## src/rtl/ili9341_init_sequencer.sv

```systemverilog
// Power-up sequencer for the ILI9341 panel. It pulses the panel reset line, then replays a
// fixed command/data/delay script into the byte serializer over a valid/ready handshake.
module ili9341_init_sequencer #(
  parameter int unsigned TICKS_PER_MS = 50000,
  parameter int unsigned RST_LOW_MS   = 10,
  parameter int unsigned RST_WAIT_MS  = 120
) (
  input  logic       clk,
  input  logic       reset,
  input  logic       start,
  input  logic       byte_ready,
  output logic       byte_valid,
  output logic [7:0] byte_data,
  output logic       byte_dc,
  output logic       lcd_rst,
  output logic       busy,
  output logic       init_done,
  output logic [3:0] debug_idx
);

  typedef enum logic [2:0] {
    S_IDLE, S_RST_LOW, S_RST_WAIT, S_FETCH, S_SEND, S_DELAY, S_DONE
  } state_t;

  localparam logic [1:0] T_CMD = 2'b00;
  localparam logic [1:0] T_DAT = 2'b01;
  localparam logic [1:0] T_DLY = 2'b10;
  localparam logic [1:0] T_END = 2'b11;

  // A zero-length wait would underflow the down-counter, so every wait lasts at least one cycle.
  function automatic logic [31:0] sat_ticks(input logic [63:0] prod);
    if (prod == 64'd0)
      return 32'd1;
    else if (prod > 64'h0000_0000_FFFF_FFFF)
      return 32'hFFFF_FFFF;
    else
      return prod[31:0];
  endfunction

  function automatic logic [9:0] rom(input logic [3:0] a);
    case (a)
      4'd0:    return {T_CMD, 8'h01};
      4'd1:    return {T_DLY, 8'd120};
      4'd2:    return {T_CMD, 8'h11};
      4'd3:    return {T_DLY, 8'd120};
      4'd4:    return {T_CMD, 8'h3A};
      4'd5:    return {T_DAT, 8'h55};
      4'd6:    return {T_CMD, 8'h36};
      4'd7:    return {T_DAT, 8'h48};
      4'd8:    return {T_CMD, 8'h29};
      4'd9:    return {T_DLY, 8'd20};
      default: return {T_END, 8'h00};
    endcase
  endfunction

  localparam logic [31:0] L_TICKS = sat_ticks(64'(RST_LOW_MS) * 64'(TICKS_PER_MS));
  localparam logic [31:0] W_TICKS = sat_ticks(64'(RST_WAIT_MS) * 64'(TICKS_PER_MS));

  state_t      state;
  logic [31:0] cnt;
  logic [3:0]  idx;
  logic [9:0]  entry;

  assign entry     = rom(idx);
  assign debug_idx = idx;

  always_ff @(posedge clk) begin
    if (reset) begin
      state      <= S_IDLE;
      cnt        <= 32'd0;
      idx        <= 4'd0;
      lcd_rst    <= 1'b1;
      byte_valid <= 1'b0;
      byte_data  <= 8'h00;
      byte_dc    <= 1'b0;
      busy       <= 1'b0;
      init_done  <= 1'b0;
    end else begin
      case (state)
        S_IDLE, S_DONE: begin
          if (start) begin
            state     <= S_RST_LOW;
            idx       <= 4'd0;
            cnt       <= L_TICKS;
            lcd_rst   <= 1'b0;
            busy      <= 1'b1;
            init_done <= 1'b0;
          end
        end
        S_RST_LOW: begin
          if (cnt == 32'd1) begin
            state   <= S_RST_WAIT;
            cnt     <= W_TICKS;
            lcd_rst <= 1'b1;
          end else begin
            cnt <= cnt - 32'd1;
          end
        end
        S_RST_WAIT: begin
          if (cnt == 32'd1) begin
            state <= S_FETCH;
            cnt   <= 32'd0;
          end else begin
            cnt <= cnt - 32'd1;
          end
        end
        S_FETCH: begin
          case (entry[9:8])
            T_CMD, T_DAT: begin
              state      <= S_SEND;
              byte_valid <= 1'b1;
              byte_data  <= entry[7:0];
              byte_dc    <= entry[8];
            end
            T_DLY: begin
              state <= S_DELAY;
              cnt   <= sat_ticks(64'(entry[7:0]) * 64'(TICKS_PER_MS));
            end
            default: begin
              state     <= S_DONE;
              busy      <= 1'b0;
              init_done <= 1'b1;
            end
          endcase
        end
        S_SEND: begin
          // Payload stays frozen until the serializer takes it.
          if (byte_ready) begin
            state      <= S_FETCH;
            byte_valid <= 1'b0;
            idx        <= idx + 4'd1;
          end
        end
        S_DELAY: begin
          if (cnt == 32'd1) begin
            state <= S_FETCH;
            cnt   <= 32'd0;
            idx   <= idx + 4'd1;
          end else begin
            cnt <= cnt - 32'd1;
          end
        end
        default: state <= S_IDLE;
      endcase
    end
  end

endmodule

```

## config.mk

```make
export PLATFORM = sky130hd
export DESIGN_NAME = ili9341_init_sequencer
export DESIGN_NICKNAME = d
export VERILOG_FILES = /design/src/rtl/ili9341_init_sequencer.sv
export SDC_FILE = /design/constraint.sdc
export NUM_CORES = 1
export LEC_CHECK = 0
export BUFFER_PORTS_ARGS = -buffer_cell sky130_fd_sc_hd__buf_4
export CAP_MARGIN = 20
export CORE_ASPECT_RATIO = 0.6
export CORE_UTILIZATION = 36
export CTS_CLUSTER_SIZE = 25
export DETAILED_ROUTE_END_ITERATION = 10
export GPL_TIMING_DRIVEN = 1
export PLACE_DENSITY = 0.61
export REMOVE_ABC_BUFFERS = 1
export SYNTH_ARGS = -nofsm -noshare
export SYNTH_HDL_FRONTEND = slang
export SYNTH_SLANG_ARGS = --single-unit
```

## constraint.sdc

```tcl
create_clock -name clk -period 8.55 [get_ports clk]
set_clock_uncertainty 0.15 [all_clocks]
set_input_delay 0.855 -clock clk [delete_from_list [all_inputs] [get_ports clk]]
set_output_delay 0.855 -clock clk [all_outputs]
set_load 0.01 [all_outputs]
```

Word level (Yosys, flattened, before mapping)
Memories as Yosys holds them, arrays and structs flattened. A register that Yosys moved wholly into a read port is not among the register bits.
Cells that the tools add are included.

word-level totals
  bits in read-only memories = 144
  output and inout port bits = 17
  logic and storage cells = 78
  memories = 1
  flip-flop bits (word level) = 52

operators by class
  equal/unequal tests = 17
  multiply operators = 1
  reductions and logical operators = 19
  mux-type cells = 29
  $add $sub $neg = 2

memory list
  name             depth  width  read ports  clocked after Yosys merged registers in  write ports  RTL line  RTL
  (no name shown)  16     9      1           1                                        0            41        case (a)

operator list
  operator                                                                 number
  32-bit two-way mux                                                       4
  32-bit one-hot mux with 4 select lines                                   1
  32-bit by 1-bit equality test with 1-bit output (second input constant)  1
  32-bit by 1-bit subtractor with 32-bit output (second input constant)    1
  24-bit zero test                                                         1
  24-bit two-way mux                                                       1
  8-bit by 12-bit multiplier with 20-bit output (second input constant)    1
  4-bit two-way mux                                                        5
  3-bit one-hot mux with 5 select lines                                    1
  3-bit two-way mux                                                        4
  2-bit != test (second input constant)                                    6
  4-bit one-hot mux with 3 select lines                                    1
  3-bit AND reduction                                                      4
  3-bit equality test (second input constant)                              3
  1-bit one-hot mux with 2 select lines                                    4
  4-bit AND reduction                                                      2
  1-bit two-way mux                                                        7
  3-bit by 2-bit equality test with 1-bit output (second input constant)   2
  2-bit nonzero test                                                       3
  2-bit OR reduction                                                       3
  4-bit by 1-bit adder with 4-bit output (second input constant)           1
  2-bit by 1-bit != test with 1-bit output (second input constant)         2
  2-bit one-hot mux with 2 select lines                                    1
  4-bit nonzero test                                                       1
  8 further kinds                                                          8

Depth between registers and ports, before layout
  word-level depth = 6
  mapped depth = 15
  mapped depth without buffers = 15

Worst setup path before layout
OpenSTA, ideal clock, no wires.

  path type = flip-flop to flip-flop
  start = register entry[2] (netlist name)
  end = register cnt[5]
  cell stages (with the launch flop) = 16
  slack = 4383 ps
  arrival = 3879 ps
  path buffers = 0
  setup time = 138 ps
  required time = 8262 ps
  path through = dfxtp_1 > ha_1 > ha_1 > fa_1 > inv_1 > fa_1 > inv_1 > ha_1 > o21ai_0 > nor3b_1 > o21ai_0 > a21oi_1 > a21oi_1 > xnor2_1 > nor4_1 > o211ai_1

on the way
  cells in the longest elaborated chain, start to end = 5

RTL lines
  item                                           RTL line  RTL
  8-bit by 12-bit multiplier with 20-bit output  117       cnt <= sat_ticks(64'(entry[7:0]) * 64'(TICKS_PER_MS));
  24-bit zero test                               32        if (prod == 64'd0)
  24-bit two-way mux                             32
  32-bit two-way mux                             108       case (entry[9:8])
  32-bit one-hot mux with 4 select lines         79        case (state)
  end signal, assigned                           96        cnt <= cnt - 32'd1;
  end signal, assigned                           104       cnt <= cnt - 32'd1;
  end signal, assigned                           117
  end, declared                                  60        logic [31:0] cnt;

Every way passes these cells. The select of a mux whose other input is x is not followed.
A chain may end at the register's enable or synchronous reset.

Final worst setup path
  start = register entry[2] (netlist name)
  end = register cnt[5]

on the way
  cells in the longest elaborated chain, start to end = 5

RTL lines
  item                                           RTL line
  8-bit by 12-bit multiplier with 20-bit output  117
  24-bit zero test                               32
  24-bit two-way mux                             32
  32-bit two-way mux                             108
  32-bit one-hot mux with 4 select lines         79

Every way passes these cells. The select of a mux whose other input is x is not followed.

==> run metrics <==
max_cap viols=0; number of hold violations in the final report=0; Post-CTS Setup Repair Bufs=0; drt first pass iters=6; cell taking the most area after synthesis=dfxtp_1; Vias/cell=5.69; number of diodes=0; drt wl/cell=16.5 microns; Worst-path clk slew=0.06 ns; total power draw=1560 uW; Cells after Synth=590; fmax=207 MHz; row count=31; Setup CP Type=flip-flop to flip-flop; layout cells sized above 1=9.80%; Int Pwr=850 uW; Overall Global Routing Usage=19.8%; status=finished clean; Slew HR=22.9%; total wire length=12.7 mm; CTS tree=yes; CP Max Fanout=5; total grt overflow=0; post-synthesis cell area=0.00473 sq mm; Yosys cell types=76; Peak VDD IR=0.129 mV; post-layout instance area=0.00527 sq mm; post-DP HPWL=9.50 mm; cts repair resizes=0; htree depth=3; Area Overhead vs Synth=11.5%; ANT nets after route=0; fin crit share=56.4%; Yosys warning total=0; Tightest Pin Transition=1.15 ns; critical path startpoint category=flip-flop; DR vias=4,368; FFs w/ async S/R, synth=0%; min Tclk post-route=4.82 ns; largest cells by area after synthesis=dfxtp_1, ha_1, a21oi_1; DRT iter0 DRCs=339; TNS Setup=0 ns; I/O Pins=21; number of port buffers=19; core area=0.0124 sq mm; Die Wd=150 microns; Critical Path AT=4.87 ns; Placed Instances=751; share of the synthesized area in the top cell type=25.4%; Final #Nets=664; Clock Sinks=60; Hold WC Path Type=flip-flop to flip-flop; leakage=0.00225 uW; die area=0.0136 sq mm; TritonCTS Buffers=9; pwr/cell area=297 mW/mm^2; number of remaining DRC errors=0; Starting Density=38.1%; sequential fraction of design power=26.4%; largest net degree at the start of global routing=45; Placed Area=0.00499 sq mm; top-count cell post-synth=dfxtp_1; CP endpoint kind=flip-flop; required time worst endpoint=8.60 ns; sequential element share of the synthesized area=25.4%; Clock Power Share=22.2%; number of synthesized flops with an enable pin=0; Final Slew Violations=0; Setup-failing EPs final=0; Comb power frac=51.4%; Post-CTS Hold Buffers=0; Synth Register Bits=60; Main synth FF type=dfxtp_1; initial antenna violation count=0; switching share of power=45.7%; Max Root-Sink Buffers=2; Psw=714 uW; vias in the first global route=4,117; synthesized area per cell=8.01 sq um; FILL cells=1,278; commonest cells in the netlist=dfxtp_1, nor2_1, ha_1; Skew-Pair Late Insertion Delay=0.34 ns; Die Y-Extent=90.8 microns; Routability Congestion=0.831; Root Driver=clkbuf_16; RSZ-0062 raised after global routing=no; Non-Filler Instances=767; first-pass GRT wire length=21.3 mm
## placed cells by master (no fill, tap or decap), drive strengths merged, types with 5 or more instances in the layout
cell type,count
a22oi,9
nand3,11
clkbuf,9
xnor2,13
dfxtp,60
nand2,49
a21o,10
ha,53
a21oi,48
and2,6
nor3,20
nand2b,14
a31oi,6
inv,42
o22ai,5
nor2,59
nor4,12
buf,21
o21ai,34
or3,9
a211oi,8
xor2,9
o31ai,5
nor2b,5
nand3b,5
or4,7
o21a,8
fa,10
## worst max-delay path, cell delays in order, from the launching register on
cell      delay (ns)
dfxtp_1         0.45
ha_1            0.30
ha_1            0.30
fa_1            0.50
inv_1           0.06
fa_1            0.52
inv_1           0.04
ha_1            0.34
o21ai_0         0.16
nor3b_1         0.30
o21ai_0         0.17
a21oi_1         0.36
a21oi_1         0.14
xnor2_1         0.16
nor4_1          0.56
o211ai_1        0.17
## final cells by class
class | instances | area, sq um | area share, %
well taps | 165 | 206 | 3.92
flip-flops and latches | 60 | 1200 | 22.8
inverters | 39 | 146 | 2.78
clock buffers | 9 | 225 | 4.27
multi-input cells | 466 | 3270 | 62.1
clock inverters | 7 | 60.1 | 1.14
repair buffers | 21 | 158 | 2.99
## sequential cells by signal, summed over array words and instances, names as in the netlist
signal	cells
lcd_rst	1
state	3
cnt	32
busy	1
byte_valid	1
entry	9
byte_dc	1
debug_idx	4
byte_data	7
init_done	1
## kinds of logic (layout without fill, tap and decap cells)
| logic type | after synthesis | in the layout | share of synthesized area (%) |
|---|---|---|---|
| simple gates | 209 | 209 | 22.8 |
| compound gates | 168 | 168 | 23.2 |
| buf+inv | 64 | 76 | 5.30 |
| fa+ha+maj | 63 | 63 | 18.3 |
| flops | 60 | 60 | 25.4 |
| xor+xnor | 22 | 22 | 4.24 |
| mux | 3 | 3 | 0.662 |
| other cells | 1 | 1 | 0.0794 |
## final timing paths
check | startpoint | end | slack [ns] | cells after the start
max | entry[2] | cnt[5] | 3.73 | 15
min | busy | busy | 0.32 | 2
max reg2reg | entry[2] | cnt[5] | 3.73 | 15
min reg2reg | busy | busy | 0.32 | 2
## power groups by stage
stage | logic (uW) | registers, uW | clock network (uW)
floorplan | 605 | 393 | 0
global route | 904 | 424 | 365
finish | 804 | 413 | 348
detailed placement | 789 | 416 | 0
CTS | 797 | 410 | 352
global placement | 776 | 413 | 0
## routing by layer
metal | global-route usage [%] | up-vias | share of wire, %
met3 | 4.39 | 10 | 6.7
met2 | 26.6 | 140 | 39
met1 | 31.1 | 2078 | 54
met4 | 4.04 | 0 | 0.73
li1 | - | 2140 | -
met5 | 0 | - | 0
## stage by stage
step,hold slack (ns),util [%],worst slack [ns]
finish,0.318,42.5,3.73
global route,0.348,42.5,3.44
CTS,0.315,42.5,3.80
detailed placement,0.297,40.2,3.80
global placement,0.297,40.2,3.99
floorplan,0.284,-,4.39
Power figures use the tool's default switching activity.
